[config.mk]
export PLATFORM = sky130hd
export DESIGN_NAME = prefix_queue
export DESIGN_NICKNAME = d
export VERILOG_FILES = /design/src/rtl/prefix_queue.sv
export SDC_FILE = /design/constraint.sdc
export NUM_CORES = 1
export LEC_CHECK = 0
export CORE_ASPECT_RATIO = 0.7
export CORE_UTILIZATION = 40
export CTS_BUF_LIST = sky130_fd_sc_hd__clkbuf_4 sky130_fd_sc_hd__clkbuf_8
export DETAILED_ROUTE_END_ITERATION = 6
export GPL_ROUTABILITY_DRIVEN = 0
export PLACE_DENSITY = 0.7
export REMOVE_ABC_BUFFERS = 1
export SETUP_SLACK_MARGIN = 0.15
export SYNTH_ARGS = -nofsm -noshare
export SYNTH_HDL_FRONTEND = slang
export SYNTH_SLANG_ARGS = --single-unit
[constraint.sdc]
create_clock -name clock -period 7.15 [get_ports clock]
set_input_delay 1.0725 -clock clock [delete_from_list [all_inputs] [get_ports clock]]
set_output_delay 1.0725 -clock clock [all_outputs]
set_load 0.05 [all_outputs]
[src/rtl/prefix_queue.sv]
// Decode front end: strips EXTEND/INDEX/INHINT/RELINT prefix words, applies
// INDEX offsets and queues resolved instructions for the decoder.
module prefix_queue #(
    parameter int unsigned WIDTH      = 15,
    parameter int unsigned PC_W       = 12,
    parameter int unsigned DEPTH      = 2,
    parameter int unsigned MAX_PREFIX = 3
) (
    input  logic             clock,
    input  logic             rst_l,
    input  logic             flush,
    input  logic             in_valid,
    output logic             in_ready,
    input  logic [WIDTH-1:0] instr,
    input  logic [PC_W-1:0]  pc,
    input  logic [WIDTH-1:0] index_data,
    output logic             out_valid,
    input  logic             out_ready,
    output logic [WIDTH-1:0] out_instr,
    output logic             out_ext,
    output logic [PC_W-1:0]  out_pc,
    output logic             out_err,
    output logic             inhibit
);

    localparam int unsigned PTR_W = (DEPTH > 1) ? $clog2(DEPTH) : 1;
    localparam int unsigned CNT_W = $clog2(DEPTH + 1);
    localparam int unsigned PFX_W = (MAX_PREFIX > 0) ? $clog2(MAX_PREFIX + 1) : 1;

    localparam logic [WIDTH-1:0] OP_EXTEND = WIDTH'(6);
    localparam logic [WIDTH-1:0] OP_INHINT = WIDTH'(4);
    localparam logic [WIDTH-1:0] OP_RELINT = WIDTH'(3);

    typedef struct packed {
        logic [WIDTH-1:0] instr;
        logic             ext;
        logic [PC_W-1:0]  pc;
        logic             err;
    } entry_t;

    logic             ext_pend_q, ext_pend_d;
    logic             idx_pend_q, idx_pend_d;
    logic [WIDTH-1:0] idx_val_q,  idx_val_d;
    logic [PFX_W-1:0] pfx_cnt_q,  pfx_cnt_d;
    logic             inhibit_q,  inhibit_d;
    logic [CNT_W-1:0] count_q,    count_d;
    logic [PTR_W-1:0] wr_ptr_q,   wr_ptr_d;
    logic [PTR_W-1:0] rd_ptr_q,   rd_ptr_d;
    entry_t           mem_q [DEPTH];
    entry_t           mem_d [DEPTH];

    logic [WIDTH-1:0] eff;
    logic             is_extend;
    logic             is_inhint;
    logic             is_relint;
    logic             is_index;
    logic             accept;
    logic             pop;
    logic             push;
    entry_t           push_entry;
    entry_t           head;

    function automatic logic [PTR_W-1:0] ptr_inc(input logic [PTR_W-1:0] p);
        return (p == PTR_W'(DEPTH - 1)) ? '0 : p + PTR_W'(1);
    endfunction

    // Resolve the presented word against pending INDEX state and classify it.
    always_comb begin
        eff       = idx_pend_q ? WIDTH'(instr + idx_val_q) : instr;
        is_extend = ~ext_pend_q & (eff == OP_EXTEND);
        is_inhint = ~ext_pend_q & (eff == OP_INHINT);
        is_relint = ~ext_pend_q & (eff == OP_RELINT);
        is_index  = (eff[WIDTH-1 -: 3] == 3'd5) & (ext_pend_q | (eff[11:10] == 2'b00));
    end

    assign in_ready  = rst_l & ~flush & (count_q != CNT_W'(DEPTH));
    assign out_valid = (count_q != '0);
    assign accept    = in_valid & in_ready;
    assign pop       = out_valid & out_ready;

    // Prefix state machine, FIFO bookkeeping and inhibit tracking.
    always_comb begin
        ext_pend_d = ext_pend_q;
        idx_pend_d = idx_pend_q;
        idx_val_d  = idx_val_q;
        pfx_cnt_d  = pfx_cnt_q;
        inhibit_d  = inhibit_q;
        count_d    = count_q;
        wr_ptr_d   = wr_ptr_q;
        rd_ptr_d   = rd_ptr_q;
        mem_d      = mem_q;
        push       = 1'b0;
        push_entry = '0;

        if (accept) begin
            if ((is_extend | is_index) && (pfx_cnt_q == PFX_W'(MAX_PREFIX))) begin
                push       = 1'b1;
                push_entry = '{instr: eff, ext: ext_pend_q, pc: pc, err: 1'b1};
                ext_pend_d = 1'b0;
                idx_pend_d = 1'b0;
                idx_val_d  = '0;
                pfx_cnt_d  = '0;
            end else if (is_extend) begin
                ext_pend_d = 1'b1;
                idx_pend_d = 1'b0;
                pfx_cnt_d  = pfx_cnt_q + PFX_W'(1);
            end else if (is_inhint || is_relint) begin
                inhibit_d  = is_inhint;
                ext_pend_d = 1'b0;
                idx_pend_d = 1'b0;
                idx_val_d  = '0;
                pfx_cnt_d  = '0;
            end else if (is_index) begin
                // ext_pend is deliberately kept so an extended INDEX still marks its target
                idx_pend_d = 1'b1;
                idx_val_d  = index_data;
                pfx_cnt_d  = pfx_cnt_q + PFX_W'(1);
            end else begin
                push       = 1'b1;
                push_entry = '{instr: eff, ext: ext_pend_q, pc: pc, err: 1'b0};
                ext_pend_d = 1'b0;
                idx_pend_d = 1'b0;
                pfx_cnt_d  = '0;
            end
        end

        if (push) begin
            mem_d[wr_ptr_q] = push_entry;
            wr_ptr_d        = ptr_inc(wr_ptr_q);
        end
        if (pop) begin
            rd_ptr_d = ptr_inc(rd_ptr_q);
        end
        unique case ({push, pop})
            2'b10:   count_d = count_q + CNT_W'(1);
            2'b01:   count_d = count_q - CNT_W'(1);
            default: count_d = count_q;
        endcase

        // Flush drops queued work and prefix context but keeps the inhibit state.
        if (flush) begin
            count_d    = '0;
            wr_ptr_d   = '0;
            rd_ptr_d   = '0;
            ext_pend_d = 1'b0;
            idx_pend_d = 1'b0;
            idx_val_d  = '0;
            pfx_cnt_d  = '0;
        end
    end

    always_ff @(posedge clock or negedge rst_l) begin
        if (!rst_l) begin
            ext_pend_q <= 1'b0;
            idx_pend_q <= 1'b0;
            idx_val_q  <= '0;
            pfx_cnt_q  <= '0;
            inhibit_q  <= 1'b0;
            count_q    <= '0;
            wr_ptr_q   <= '0;
            rd_ptr_q   <= '0;
            for (int unsigned i = 0; i < DEPTH; i++) begin
                mem_q[i] <= '0;
            end
        end else begin
            ext_pend_q <= ext_pend_d;
            idx_pend_q <= idx_pend_d;
            idx_val_q  <= idx_val_d;
            pfx_cnt_q  <= pfx_cnt_d;
            inhibit_q  <= inhibit_d;
            count_q    <= count_d;
            wr_ptr_q   <= wr_ptr_d;
            rd_ptr_q   <= rd_ptr_d;
            mem_q      <= mem_d;
        end
    end

    assign head      = mem_q[rd_ptr_q];
    assign out_instr = head.instr;
    assign out_ext   = head.ext;
    assign out_pc    = head.pc;
    assign out_err   = head.err;
    assign inhibit   = inhibit_q;

endmodule

==> impl_metrics.xml, run 1 <==
<?xml version="1.0" encoding="UTF-8"?>
<metrics>
  <group name="outcome">
    <metric name="run_status" unit="">finished, final reports clean</metric>
  </group>
  <group name="synth">
    <metric name="ys_types" unit="">61</metric>
    <metric name="ys_seq_area_share" unit="%">43.4</metric>
    <metric name="async_reset_ff_share" unit="%">100</metric>
    <metric name="synth.largest_area_cell" unit="">dfrtp_1</metric>
    <metric name="share_of_the_synthesized_area_in_the_top_cell_type" unit="%">43.4</metric>
    <metric name="yosys_most_used_dff" unit="">dfrtp_1</metric>
    <metric name="synth_area" unit="µm²">4730</metric>
    <metric name="ys_warn_count" unit="">0</metric>
    <metric name="number_of_synthesized_register_bits" unit="">82</metric>
    <metric name="synth.avg_cell_area" unit="µm²">11.2</metric>
    <metric name="edff_count_synth" unit="">0</metric>
    <metric name="synthTopCellsByArea" unit="">dfrtp_1 (43%), mux2_2 (16%), ha_1 (4.0%)</metric>
    <metric name="synthesis.instances" unit="">423</metric>
  </group>
  <group name="timing">
    <metric name="report.final.slew_viol_count" unit="">0</metric>
    <metric name="setup_tns" unit="ps">0</metric>
    <metric name="report.final.hold_viol_count" unit="">0</metric>
    <metric name="skew" unit="ps">12.6</metric>
    <metric name="period_minus_slack" unit="ps">5370</metric>
    <metric name="max_freq" unit="MHz">186</metric>
    <metric name="fin_ws" unit="ps">1780</metric>
    <metric name="rsz0062_at_grt" unit="">no</metric>
    <metric name="slew-limit-headroom" unit="%">24.5</metric>
    <metric name="finalSetupViolCount" unit="">0</metric>
    <metric name="measured_slew_at_the_worst_slew_check_pin" unit="ps">1120</metric>
    <metric name="timing.final.crit_share" unit="%">75.1</metric>
  </group>
  <group name="die">
    <metric name="initial_core_util" unit="%">42.0</metric>
    <metric name="die_w" unit="µm">132</metric>
    <metric name="floorplan.core_area" unit="µm²">11300</metric>
    <metric name="die-height" unit="µm">93.0</metric>
    <metric name="placementRows" unit="">32</metric>
    <metric name="design.portCount" unit="">79</metric>
    <metric name="fp.dieArea" unit="µm²">12300</metric>
  </group>
  <group name="cells_and_area">
    <metric name="fraction_of_final_layout_cells_sized_beyond_drive_strength_1" unit="%">21.2</metric>
    <metric name="finish.net_count" unit="">563</metric>
    <metric name="non_filler_cells_in_the_finished_layout" unit="">658</metric>
    <metric name="areaGrowthSynthToFinish" unit="%">23.9</metric>
    <metric name="seqCellArea" unit="µm²">2050</metric>
    <metric name="layout.filler_cells" unit="">974</metric>
    <metric name="multi_input_area" unit="µm²">2560</metric>
    <metric name="num_antenna_cells" unit="">0</metric>
  </group>
  <group name="critical_path">
    <metric name="crit_arrival" unit="ps">5620</metric>
    <metric name="r2r.worst_path.cells" unit="">7</metric>
    <metric name="crit_fanout" unit="">15</metric>
    <metric name="worstSetupStartpointType" unit="">input port</metric>
    <metric name="timing.setup.critical_path_class" unit="">input port to flop</metric>
    <metric name="end_kind" unit="">flop</metric>
    <metric name="cp_data_required_time" unit="ps">7400</metric>
  </group>
  <group name="placed_design">
    <metric name="dpl.cell_count" unit="">642</metric>
    <metric name="buffer_ports.inserted" unit="">78</metric>
    <metric name="dp_slack" unit="ps">1430</metric>
    <metric name="dpl.hpwl" unit="mm">8.02</metric>
  </group>
  <group name="grt">
    <metric name="grt_first_pass_wirelength" unit="mm">19.1</metric>
    <metric name="gr-total-overflow" unit="">0</metric>
    <metric name="maximum_number_of_pins_on_one_net_before_global_route_repair" unit="">84</metric>
    <metric name="via_count_of_the_first_global_routing_pass" unit="">3677</metric>
    <metric name="antenna_found_initial" unit="">0</metric>
    <metric name="gr-usage-all-layers" unit="%">19.8</metric>
  </group>
  <group name="clock_network">
    <metric name="clockRootBuffer" unit="">clkbuf_8</metric>
    <metric name="cts_tree" unit="">done</metric>
    <metric name="post-cts-setup-buffer-count" unit="">0</metric>
    <metric name="cts-hold-fix-buffers" unit="">0</metric>
    <metric name="ctsResizeCount" unit="">0</metric>
    <metric name="cts.sink_count" unit="">82</metric>
    <metric name="cts_inserted_buffers" unit="">9</metric>
    <metric name="ctsLongestPathBuffers" unit="">2</metric>
    <metric name="clock_insertion_delay_worst_skew" unit="ps">370</metric>
    <metric name="htreeDepth" unit="">3</metric>
    <metric name="clk_pin_slew" unit="ps">80</metric>
  </group>
  <group name="power">
    <metric name="p_total" unit="mW">1.38</metric>
    <metric name="power.leakage" unit="nW">2.55</metric>
    <metric name="p_switching" unit="mW">0.473</metric>
    <metric name="p_clk_share" unit="%">25.9</metric>
    <metric name="power.switching_fraction" unit="%">34.2</metric>
    <metric name="power_density" unit="nW/µm²">236</metric>
    <metric name="ir_worst_vdd" unit="mV">0.161</metric>
    <metric name="combPwrFrac" unit="%">31.8</metric>
    <metric name="p_seq_share" unit="%">42.3</metric>
    <metric name="cell_internal_power_dissipation" unit="mW">0.910</metric>
  </group>
  <group name="run">
    <metric name="drv_cap" unit="">0</metric>
  </group>
  <group name="worst_hold_path">
    <metric name="hold_path_stages" unit="">1</metric>
    <metric name="hold_path_class" unit="">flop to flop</metric>
  </group>
  <group name="drt">
    <metric name="drtPass1Iterations" unit="">4</metric>
    <metric name="detail_route.wirelength" unit="mm">11.4</metric>
    <metric name="drt_drc_violations_left" unit="">0</metric>
    <metric name="post_drt_wl_per_cell" unit="µm">17.3</metric>
    <metric name="drtIter0Drc" unit="">248</metric>
    <metric name="vias" unit="">3732</metric>
    <metric name="via_per_inst" unit="">5.67</metric>
    <metric name="ant_nets" unit="">0</metric>
  </group>
</metrics>
## critical path, cell delays in order
cell	delay, ps
clkdlybuf4s50_1	530
ha_1	200
inv_1	60
fa_1	390
nor2b_1	180
o21a_1	250
o21ai_0	230
a221oi_1	340
o221ai_1	290
or4_4	670
nor3b_4	330
nor3_1	130
and2_1	490
mux2_4	430
## placed cells by master (no fill, tap or decap), drive strengths merged, types with 15 or more instances in the layout
| master | instances |
|---|---|
| mux2 | 90 |
| dfrtp | 82 |
| clkdlybuf4s50 | 77 |
| nand2 | 30 |
| a21oi | 20 |
| nor2 | 19 |
| inv | 17 |
| o21ai | 16 |
| a22o | 15 |
| ha | 15 |
## metal layers
layer,vias up,routed length (µm),track usage (%)
li1,1729,-,-
met1,1853,5610,28.7
met2,135,4900,29.2
met3,15,745,4.39
met4,0,128,5.91
met5,-,0,0
## cell usage after synthesis, types with 4 or more instances
cell	n
a21o_1	5
a21oi_1	20
a22o_1	15
and2_1	7
buf_2	4
clkbuf_1	9
dfrtp_1	82
ha_1	15
inv_1	13
mux2_1	11
mux2_2	69
mux2_4	10
nand2_1	30
nand2b_1	4
nand3_1	6
nor2_1	19
nor2b_1	4
nor3_1	11
o21a_1	4
o21ai_0	14
o21bai_1	5
## through the flow
step,utilization [%],hold slack (ps),instance area [µm²]
after detailed placement,50.3,471,5660
after global routing,52.1,514,5860
final,52.1,490,5860
after floorplan,-,452,4650
after global placement,50.3,461,5660
after CTS,52.1,491,5860
## path summary, 6_finish.rpt
path,startpoint,end,slack (ps)
worst max-delay path,instr[0],mem_q[56]$_DFFE_PN0P_,1780
worst min-delay path,mem_q[10]$_DFFE_PN0P_,mem_q[10]$_DFFE_PN0P_,490
worst max register to register,idx_pend_q$_DFFE_PN0P_,mem_q[47]$_DFFE_PN0P_,2540
worst min register to register,mem_q[10]$_DFFE_PN0P_,mem_q[10]$_DFFE_PN0P_,490
max in group asynchronous,rst_l,idx_val_q[13]$_DFFE_PN0P_,5610
min in group asynchronous,rst_l,rd_ptr_q$_DFFE_PN0P_,890
## final cells by class
cell class / instances / area share, %
Clock buffer: 9 / 2.11
Timing Repair Buffer: 82 / 13.8
Sequential cell: 82 / 35.0
Multi-Input combinational cell: 312 / 43.6
Inverter: 13 / 0.832
Clock inverter: 7 / 1.41
Tap cell: 153 / 3.27
## power groups by stage
stage          clock (mW)  combinational, mW  sequential (mW)
6_report            0.358              0.440            0.585
5_1_grt             0.384              0.467            0.597
4_1_cts             0.368              0.444            0.586
3_5_place_dp            0              0.442            0.595
3_3_place_gp            0              0.436            0.589
2_1_floorplan           0              0.304            0.581
## flip-flops by register name (all words and copies together), names as in the netlist
name / flops
ext_pend_q: 1
wr_ptr_q: 1
idx_pend_q: 1
mem_q: 58
count_q: 2
pfx_cnt_q: 2
idx_val_q: 15
inhibit: 1
rd_ptr_q: 1
## logic make-up (layout without fill, tap and decap cells)
group / Yosys count / count (layout) / synth area share [%]
simple gates: 100 / 100 / 11.1
compound gates: 99 / 99 / 14.9
mux: 91 / 91 / 22.4
flops: 82 / 82 / 43.4
buf+inv: 29 / 111 / 2.72
fa+ha+maj: 16 / 16 / 4.39
xor+xnor: 6 / 6 / 1.11
No activity file was read; power rests on OpenSTA's default activity.
==> run 2, diff against run 1 <==
- PLACE_DENSITY: 0.7 -> 0.72
- clock period: 7.15 -> 4.5 ns (I/O delays scaled with it)
==> run 2 against run 1 <==
  * Combinational power grew 65%
  * Flip-flop and latch count is the same
  * Via count grew 2.4%
  * Critical path depth grew 1
  * Critical path type unchanged
  * Largest cell class unchanged
  * Highest routed layer unchanged
  * Clock power grew 80%
  * Die area is the same
==> impl_metrics.xml, run 2 (synthesis gave the netlist of run 1 again) <==
<?xml version="1.0" encoding="UTF-8"?>
<metrics>
  <group name="outcome">
    <metric name="run_status" unit="">finished, final reports clean</metric>
  </group>
  <group name="grt">
    <metric name="via_count_of_the_first_global_routing_pass" unit="">3928</metric>
    <metric name="gr-usage-all-layers" unit="%">20.7</metric>
    <metric name="antenna_found_initial" unit="">0</metric>
    <metric name="maximum_number_of_pins_on_one_net_before_global_route_repair" unit="">83</metric>
    <metric name="grt_first_pass_wirelength" unit="mm">19.8</metric>
    <metric name="gr-total-overflow" unit="">0</metric>
  </group>
  <group name="power">
    <metric name="p_total" unit="mW">2.31</metric>
    <metric name="power.leakage" unit="nW">2.84</metric>
    <metric name="combPwrFrac" unit="%">31.5</metric>
    <metric name="cell_internal_power_dissipation" unit="mW">1.57</metric>
    <metric name="ir_worst_vdd" unit="mV">0.257</metric>
    <metric name="power_density" unit="nW/µm²">363</metric>
    <metric name="power.switching_fraction" unit="%">31.9</metric>
    <metric name="p_seq_share" unit="%">40.5</metric>
    <metric name="p_clk_share" unit="%">27.9</metric>
    <metric name="p_switching" unit="mW">0.735</metric>
  </group>
  <group name="die">
    <metric name="die_w" unit="µm">132</metric>
    <metric name="fp.dieArea" unit="µm²">12300</metric>
    <metric name="placementRows" unit="">32</metric>
    <metric name="die-height" unit="µm">93.0</metric>
    <metric name="design.portCount" unit="">79</metric>
    <metric name="floorplan.core_area" unit="µm²">11300</metric>
    <metric name="initial_core_util" unit="%">42.0</metric>
  </group>
  <group name="critical_path">
    <metric name="end_kind" unit="">flop</metric>
    <metric name="timing.setup.critical_path_class" unit="">input port to flop</metric>
    <metric name="crit_arrival" unit="ps">4500</metric>
    <metric name="cp_data_required_time" unit="ps">4740</metric>
    <metric name="crit_fanout" unit="">15</metric>
    <metric name="r2r.worst_path.cells" unit="">16</metric>
    <metric name="worstSetupStartpointType" unit="">input port</metric>
  </group>
  <group name="clock_network">
    <metric name="htreeDepth" unit="">3</metric>
    <metric name="ctsLongestPathBuffers" unit="">2</metric>
    <metric name="cts_inserted_buffers" unit="">9</metric>
    <metric name="clock_insertion_delay_worst_skew" unit="ps">360</metric>
    <metric name="clockRootBuffer" unit="">clkbuf_8</metric>
    <metric name="cts.sink_count" unit="">82</metric>
    <metric name="clk_pin_slew" unit="ps">80</metric>
    <metric name="cts_tree" unit="">done</metric>
    <metric name="cts-hold-fix-buffers" unit="">0</metric>
  </group>
  <group name="placed_design">
    <metric name="buffer_ports.inserted" unit="">78</metric>
    <metric name="dpl.hpwl" unit="mm">8.81</metric>
    <metric name="dp_slack" unit="ps">-311</metric>
  </group>
  <group name="cells_and_area">
    <metric name="largest_reg_flops" unit="">58</metric>
    <metric name="regMostFlops" unit="">mem_q</metric>
    <metric name="finish.utilization" unit="%">56.4</metric>
    <metric name="mostFrequentLayoutCell" unit="">dfrtp_1</metric>
    <metric name="num_antenna_cells" unit="">0</metric>
    <metric name="finish.net_count" unit="">605</metric>
    <metric name="fraction_of_final_layout_cells_sized_beyond_drive_strength_1" unit="%">29.6</metric>
    <metric name="areaGrowthSynthToFinish" unit="%">34.2</metric>
    <metric name="layout.cells.most_common_list" unit="">dfrtp_1 (82), clkdlybuf4s50_1 (75), mux2_2 (69)</metric>
    <metric name="biggestRegsByFlops" unit="">mem_q (58), idx_val_q (15)</metric>
  </group>
  <group name="worst_hold_path">
    <metric name="hold_path_class" unit="">flop to flop</metric>
    <metric name="hold_path_stages" unit="">1</metric>
  </group>
  <group name="drt">
    <metric name="drtPass1Iterations" unit="">5</metric>
    <metric name="post_drt_wl_per_cell" unit="µm">17.4</metric>
    <metric name="via_per_inst" unit="">5.46</metric>
    <metric name="detail_route.wirelength" unit="mm">12.1</metric>
    <metric name="drtIter0Drc" unit="">273</metric>
    <metric name="ant_nets" unit="">0</metric>
    <metric name="drt_drc_violations_left" unit="">0</metric>
    <metric name="vias" unit="">3820</metric>
  </group>
  <group name="timing">
    <metric name="rsz0062_at_grt" unit="">no</metric>
    <metric name="slew-limit-headroom" unit="%">29.2</metric>
    <metric name="finalSetupViolCount" unit="">0</metric>
    <metric name="timing.final.crit_share" unit="%">94.7</metric>
    <metric name="skew" unit="ps">9.57</metric>
    <metric name="measured_slew_at_the_worst_slew_check_pin" unit="ps">1060</metric>
    <metric name="fin_ws" unit="ps">238</metric>
    <metric name="max_freq" unit="MHz">235</metric>
    <metric name="report.final.hold_viol_count" unit="">0</metric>
    <metric name="period_minus_slack" unit="ps">4260</metric>
    <metric name="report.final.slew_viol_count" unit="">0</metric>
  </group>
  <group name="run">
    <metric name="drv_cap" unit="">0</metric>
  </group>
</metrics>
==> run 2: critical path, cell delays in order <==
cell and delay (ps):
clkdlybuf4s50_1 490, ha_2 280, o211a_1 220, o21a_1 120, buf_4 140, buf_4 140
nor3_2 140, o31ai_1 100, or4_1 530, or4_4 610, nor3_4 280, o21ai_2 130
and2_4 180, buf_12 150, mux2_4 300
==> run 2: cell type report <==
class                           count  area [µm²]
Timing Repair Buffer              124        1190
Tap cell                          153         191
Multi-Input combinational cell    312        2630
Clock inverter                      6         105
Sequential cell                    82        2050
Clock buffer                       10         131
Inverter                           13        48.8
Fill cell                         947        4900
==> run 2: final timing paths <==
kind,start,to,slack (ps)
worst max register to register,idx_val_q[0]$_DFFE_PN0P_,mem_q[57]$_DFFE_PN0P_,530
min in group asynchronous,rst_l,count_q[1]$_DFFE_PN0P_,610
worst max-delay path,instr[3],mem_q[57]$_DFFE_PN0P_,240
worst min-delay path,mem_q[10]$_DFFE_PN0P_,mem_q[10]$_DFFE_PN0P_,490
max in group asynchronous,rst_l,mem_q[57]$_DFFE_PN0P_,3230
worst min register to register,mem_q[10]$_DFFE_PN0P_,mem_q[10]$_DFFE_PN0P_,490
==> run 2: per-layer routing <==
metal	track usage [%]	up-vias	part of all wire [%]
met1	29.3	1871	49
met2	30.8	120	44
li1	-	1810	-
met3	5.37	19	5.6
met5	0	-	0
met4	6.59	0	1.9
==> run 2: power groups by stage <==
stage | Sequential [mW] | Combinational, mW | Clock [mW]
after global placement | 0.938 | 0.713 | 0
after detailed placement | 0.947 | 0.725 | 0
final | 0.934 | 0.727 | 0.644
after global routing | 0.952 | 0.769 | 0.696
after CTS | 0.934 | 0.730 | 0.660
after floorplan | 0.924 | 0.483 | 0
==> run 2: repair_timing <==
action,in CTS,in global routing
endpoints found under the setup margin,33,71
resized for setup,2,17
setup buffers,0,2
pin swaps,0,10
==> run 2: metrics by stage <==
step / hold WS, ps / setup TNS, ps / cells / instance area, µm²
floorplan: 379 / 0 / 407 / 4650
global placement: 462 / -8030 / 682 / 6020
detailed placement: 470 / -16240 / 682 / 6020
CTS: 489 / 0 / 698 / 6270
global route: 503 / 0 / 700 / 6350
finish: 486 / 0 / 700 / 6350
==> run 3, diff against run 2 <==
- CAP_MARGIN: not set -> 20
==> run 3 against run 2 <==
  * Design area increased by 0.43%
  * Total power up 0.32%
  * Fmax about the same
  * Global-route usage did not move
  * Die area did not move
  * Hold slack got worse by 100 ps
  * Flip-flop and latch count stayed put
==> impl_metrics.xml, run 3 (synthesis gave the netlist of run 1 again) <==
<?xml version="1.0" encoding="UTF-8"?>
<metrics>
  <group name="critical_path">
    <metric name="rr_endpoint" unit="">mem_q[57]$_DFFE_PN0P_</metric>
    <metric name="timing.setup.critical_path_class" unit="">input port to flop</metric>
    <metric name="cp_slowest_stage_delay" unit="ps">610</metric>
    <metric name="critical_path_buf_inv_count" unit="">4</metric>
    <metric name="worstSetupStartpointType" unit="">input port</metric>
    <metric name="end_kind" unit="">flop</metric>
    <metric name="cp_num_cells" unit="">15</metric>
    <metric name="reg2reg_setup_slack" unit="ps">520</metric>
    <metric name="cp_delay_by_family_top" unit="">simple AND/OR/NAND/NOR gates</metric>
    <metric name="critical_path.cell_chain" unit="">clkdlybuf4s50_1 &gt; ha_4 &gt; nor2b_4 &gt; o21a_1 &gt; buf_4 &gt; buf_4 &gt; nor3_2 &gt; o31ai_1 &gt; or4_1 &gt; or4_4 &gt; nor3_4 &gt; o21ai_2 &gt; and2_4 &gt; buf_12 &gt; mux2_4</metric>
    <metric name="crit_arrival" unit="ps">4500</metric>
    <metric name="worst_r2r_startpoint" unit="">idx_val_q[0]$_DFFE_PN0P_</metric>
    <metric name="slowest_stage_cell_on_the_critical_path" unit="">or4_4</metric>
    <metric name="critical_path_start" unit="">instr[2]</metric>
    <metric name="cp_data_required_time" unit="ps">4740</metric>
    <metric name="r2r.worst_path.cells" unit="">16</metric>
    <metric name="cp_common_cell" unit="">buf_4</metric>
    <metric name="critical_path.endpoint" unit="">mem_q[57]$_DFFE_PN0P_</metric>
    <metric name="crit_fanout" unit="">15</metric>
  </group>
  <group name="outcome">
    <metric name="run_status" unit="">finished, final reports clean</metric>
  </group>
  <group name="die">
    <metric name="placementRows" unit="">32</metric>
    <metric name="fp.dieArea" unit="µm²">12300</metric>
    <metric name="initial_core_util" unit="%">42.0</metric>
    <metric name="die_w" unit="µm">132</metric>
    <metric name="die-height" unit="µm">93.0</metric>
    <metric name="design.portCount" unit="">79</metric>
    <metric name="floorplan.core_area" unit="µm²">11300</metric>
  </group>
  <group name="timing">
    <metric name="measured_slew_at_the_worst_slew_check_pin" unit="ps">884</metric>
    <metric name="rsz0062_at_grt" unit="">no</metric>
    <metric name="max_freq" unit="MHz">235</metric>
    <metric name="report.final.slew_viol_count" unit="">0</metric>
    <metric name="period_minus_slack" unit="ps">4260</metric>
    <metric name="setup_tns" unit="ps">0</metric>
    <metric name="skew" unit="ps">11.0</metric>
    <metric name="timing.final.crit_share" unit="%">94.7</metric>
    <metric name="whs" unit="ps">382</metric>
    <metric name="slew-limit-headroom" unit="%">41.0</metric>
    <metric name="report.final.hold_viol_count" unit="">0</metric>
    <metric name="fin_ws" unit="ps">239</metric>
    <metric name="finalSetupViolCount" unit="">0</metric>
  </group>
  <group name="grt">
    <metric name="via_count_of_the_first_global_routing_pass" unit="">3928</metric>
    <metric name="grt_first_pass_wirelength" unit="mm">19.8</metric>
    <metric name="gr-usage-all-layers" unit="%">20.7</metric>
    <metric name="antenna_found_initial" unit="">0</metric>
    <metric name="maximum_number_of_pins_on_one_net_before_global_route_repair" unit="">83</metric>
    <metric name="gr-total-overflow" unit="">0</metric>
  </group>
  <group name="cells_and_area">
    <metric name="regMostFlops" unit="">mem_q</metric>
    <metric name="finish.net_count" unit="">606</metric>
    <metric name="biggestRegsByFlops" unit="">mem_q (58), idx_val_q (15)</metric>
    <metric name="num_antenna_cells" unit="">0</metric>
    <metric name="layout.cells.most_common_list" unit="">dfrtp_1 (82), clkdlybuf4s50_1 (75), mux2_2 (69)</metric>
    <metric name="final_design_area_no_fill" unit="µm²">6370</metric>
    <metric name="non_filler_cells_in_the_finished_layout" unit="">701</metric>
    <metric name="fraction_of_final_layout_cells_sized_beyond_drive_strength_1" unit="%">29.7</metric>
    <metric name="mostFrequentLayoutCell" unit="">dfrtp_1</metric>
    <metric name="largest_reg_flops" unit="">58</metric>
    <metric name="areaGrowthSynthToFinish" unit="%">34.8</metric>
  </group>
  <group name="drt">
    <metric name="post_drt_wl_per_cell" unit="µm">17.5</metric>
    <metric name="drtPass1Iterations" unit="">5</metric>
    <metric name="ant_nets" unit="">0</metric>
    <metric name="detail_route.wirelength" unit="mm">12.2</metric>
    <metric name="drtIter0Drc" unit="">288</metric>
    <metric name="vias" unit="">3838</metric>
    <metric name="via_per_inst" unit="">5.48</metric>
    <metric name="drt_drc_violations_left" unit="">0</metric>
  </group>
  <group name="placed_design">
    <metric name="dpl-instance-area" unit="µm²">6020</metric>
    <metric name="dpl.hpwl" unit="mm">8.81</metric>
    <metric name="dpl.cell_count" unit="">682</metric>
    <metric name="buffer_ports.inserted" unit="">78</metric>
    <metric name="dp_slack" unit="ps">-311</metric>
  </group>
  <group name="power">
    <metric name="power_density" unit="nW/µm²">363</metric>
    <metric name="ir_worst_vdd" unit="mV">0.260</metric>
    <metric name="power.leakage" unit="nW">2.86</metric>
  </group>
  <group name="run">
    <metric name="drv_cap" unit="">0</metric>
  </group>
  <group name="clock_network">
    <metric name="htreeDepth" unit="">3</metric>
    <metric name="clk_pin_slew" unit="ps">80</metric>
    <metric name="ctsLongestPathBuffers" unit="">2</metric>
    <metric name="cts-hold-fix-buffers" unit="">0</metric>
    <metric name="cts.sink_count" unit="">82</metric>
    <metric name="clock_insertion_delay_worst_skew" unit="ps">360</metric>
    <metric name="cts_tree" unit="">done</metric>
    <metric name="clockRootBuffer" unit="">clkbuf_8</metric>
    <metric name="cts_inserted_buffers" unit="">9</metric>
  </group>
  <group name="worst_hold_path">
    <metric name="hold_path_class" unit="">input port to async pin</metric>
  </group>
</metrics>
## run 3: worst register-to-register path, delay by kind of cell (launching register included)
family	cells	cell delay, ps
and+or+nand+nor	6	1790
buffers and inverters	4	510
AOI/OAI and AO/OA	3	430
adders and majority gates	2	430
DFF	1	400
muxes	1	300
## run 3: worst min path at each step
stage                          startpoint                endpoint  slack (ps)  cells past startpoint
finish                              rst_l    mem_q[4]$_DFFE_PN0P_         380                      2
global route                        rst_l  idx_pend_q$_DFFE_PN0P_         400                      2
CTS                 mem_q[10]$_DFFE_PN0P_   mem_q[10]$_DFFE_PN0P_         490                      1
detailed placement  mem_q[10]$_DFFE_PN0P_   mem_q[10]$_DFFE_PN0P_         470                      1
global placement    mem_q[18]$_DFFE_PN0P_   mem_q[18]$_DFFE_PN0P_         460                      1
floorplan                           rst_l  count_q[0]$_DFFE_PN0P_         380                      0
## run 3: what timing repair did
| action | CTS | global route |
|---|---|---|
| resized for setup | 2 | 17 |
| pin swaps | 0 | 10 |
| setup buffers | 0 | 2 |
| endpoints found under the setup margin | 33 | 71 |
## run 3: through the flow
step / util, % / power [mW]
2_1_floorplan: - / 1.41
3_3_place_gp: 53.5 / 1.65
3_5_place_dp: 53.5 / 1.67
4_1_cts: 55.7 / 2.32
5_1_grt: 56.7 / 2.42
6_report: 56.7 / 2.31
## run 3: power by group
group	internal (mW)	total (mW)	switching, mW	leakage [nW]
Combinational	0.334	0.731	0.397	1.69
Clock	0.372	0.647	0.275	0.123
Sequential	0.866	0.934	0.0675	1.04
Total	1.57	2.31	0.740	2.86
## run 3: area by class of cell
cell class | instances | area [µm²]
Fill cell | 946 | 4880
Timing Repair Buffer | 125 | 1220
Multi-Input combinational cell | 312 | 2630
Clock buffer | 10 | 131
Sequential cell | 82 | 2050
Inverter | 13 | 48.8
Tap cell | 153 | 191
Clock inverter | 6 | 105
## run 3: per-layer routing
layer	vias up	wire (µm)	GRT usage, %
met2	111	5410	30.8
met1	1889	5960	29.3
met3	19	637	5.37
li1	1819	-	-
met5	-	0	0
met4	0	230	6.59
==> RTL change (flow settings as in run 1) <==
Register the output `out_err`, cleared by the reset; this adds one clock of latency there. The other outputs are not delayed to match.
--- a/src/rtl/prefix_queue.sv
+++ b/src/rtl/prefix_queue.sv
@@ -180,5 +180,11 @@
     assign out_ext   = head.ext;
     assign out_pc    = head.pc;
-    assign out_err   = head.err;
+    always_ff @(posedge clock or negedge rst_l) begin
+        if (!rst_l) begin
+            out_err <= '0;
+        end else begin
+            out_err <= head.err;
+        end
+    end
     assign inhibit   = inhibit_q;
 
Check against the original RTL: not equivalent (a bounded check fails within 10 cycles, from zero or initial values and one cycle with rst_l low).
==> RTL change against run 1 <==
Routed wire length grew 0.69%; power increased by 0.39%; critical endpoint is now mem_q[54]; largest cell class unchanged; worst setup slack lost 7.9 ps; worst hold slack better by 1.2 ps; cell area rose by 0.53%; synthesized area grew 4.8%; sequential cell count up 1; count of clock-buffer cells in the layout is the same.
==> RTL change: results <==
{
  "status": "finished, final reports clean",
  "synth-async-reset-ratio_pct": 100,
  "worstPathArrival_ps": 5630,
  "nets": 564,
  "final_layout_size_suffix_gt1_share_pct": 21.1,
  "drt_iter0_markers": 147,
  "placed_area_mm2": 0.00569,
  "p_switching_uw": 472,
  "fillers": 1044,
  "synth_area_leaders": "dfrtp_1 42%, mux2_2 16%, buf_4 4.1%, ha_1 3.8%, mux2_4 3.0%",
  "pg_comb_uw": 441,
  "grt_pass1_wl_um": 18600,
  "clk_pin_slew_ps": 90,
  "netlist_top_cells_count": "83 x dfrtp_1, 69 x mux2_2, 30 x nand2_1",
  "grt_max_degree": 85,
  "finalNonFillerCells": 663,
  "seq_cell_power_uw": 592,
  "final_area_mm2": 0.00589,
  "place_inst": 647,
  "first_pass_iters": 7,
  "syn_avg_cell_area_um2": 11.0,
  "dp.final_hpwl_um": 8210,
  "switching_share_pct": 34.0,
  "finalClockSkew_ps": 8.85,
  "cp_top_family": "simple AND/OR/NAND/NOR gates",
  "grt_usage_pct": 19.1,
  "synth-seq-area-share_pct": 41.9,
  "grt_pass1_vias": 3604,
  "vias_per_cell": 5.48,
  "p_leak_uw": 0.00257,
  "max-vdd-ir-drop_mv": 0.174,
  "cts_setup_buffers": 0,
  "cts_buffers": 9,
  "ys_types": 62,
  "pre_cts_slack_ps": 1490,
  "tightest_slew_ps": 1130,
  "wl_um": 11500
}
==> RTL change: worst register-to-register path: stages (launching register included) <==
cell and delay [ps]:
dfrtp_1 980, inv_1 480, o311ai_0 1080, inv_1 150
o2111a_1 220, o21ai_1 350, and2_1 850, mux2_2 430
==> RTL change: metal layers <==
layer / wire (µm) / up-vias / track usage [%]
met5: 0 / - / 0
met4: 84 / 0 / 4.68
met3: 703 / 8 / 4.25
met2: 4900 / 115 / 28.0
met1: 5760 / 1779 / 28.2
li1: - / 1728 / -
==> RTL change: cells by family (layout without fill, tap and decap cells) <==
kind of cell	Yosys count	count (layout)	share of synthesized area [%]
AND/OR/NAND/NOR	100	100	10.6
AO/OA/AOI/OAI	99	99	14.2
multiplexers	91	91	21.4
flip-flops	83	83	41.9
buffers and inverters	56	111	6.69
adder cells (fa/ha/maj)	16	16	4.19
XOR/XNOR	6	6	1.06
==> RTL change: final cells by class <==
| type | count | share of cell area, % |
|---|---|---|
| Multi-Input combinational cell | 312 | 43.4 |
| Sequential cell | 83 | 35.2 |
| Timing Repair Buffer | 82 | 13.7 |
| Tap cell | 157 | 3.33 |
| Clock buffer | 9 | 2.10 |
| Clock inverter | 7 | 1.42 |
| Inverter | 13 | 0.828 |
==> RTL change: final timing paths <==
| path | slack [ps] | depth (start not counted) | endpoint | from |
|---|---|---|---|---|
| setup / recovery | 1770 | 14 | mem_q[54] | instr[0] |
| hold / removal | 490 | 1 | mem_q[25] | mem_q[25] |
| max in group asynchronous | 5560 | 1 | mem_q[33] | rst_l |
| hold reg to reg | 490 | 1 | mem_q[25] | mem_q[25] |
| min in group asynchronous | 860 | 1 | mem_q[5] | rst_l |
| setup reg to reg | 2520 | 7 | mem_q[46] | idx_pend_q |
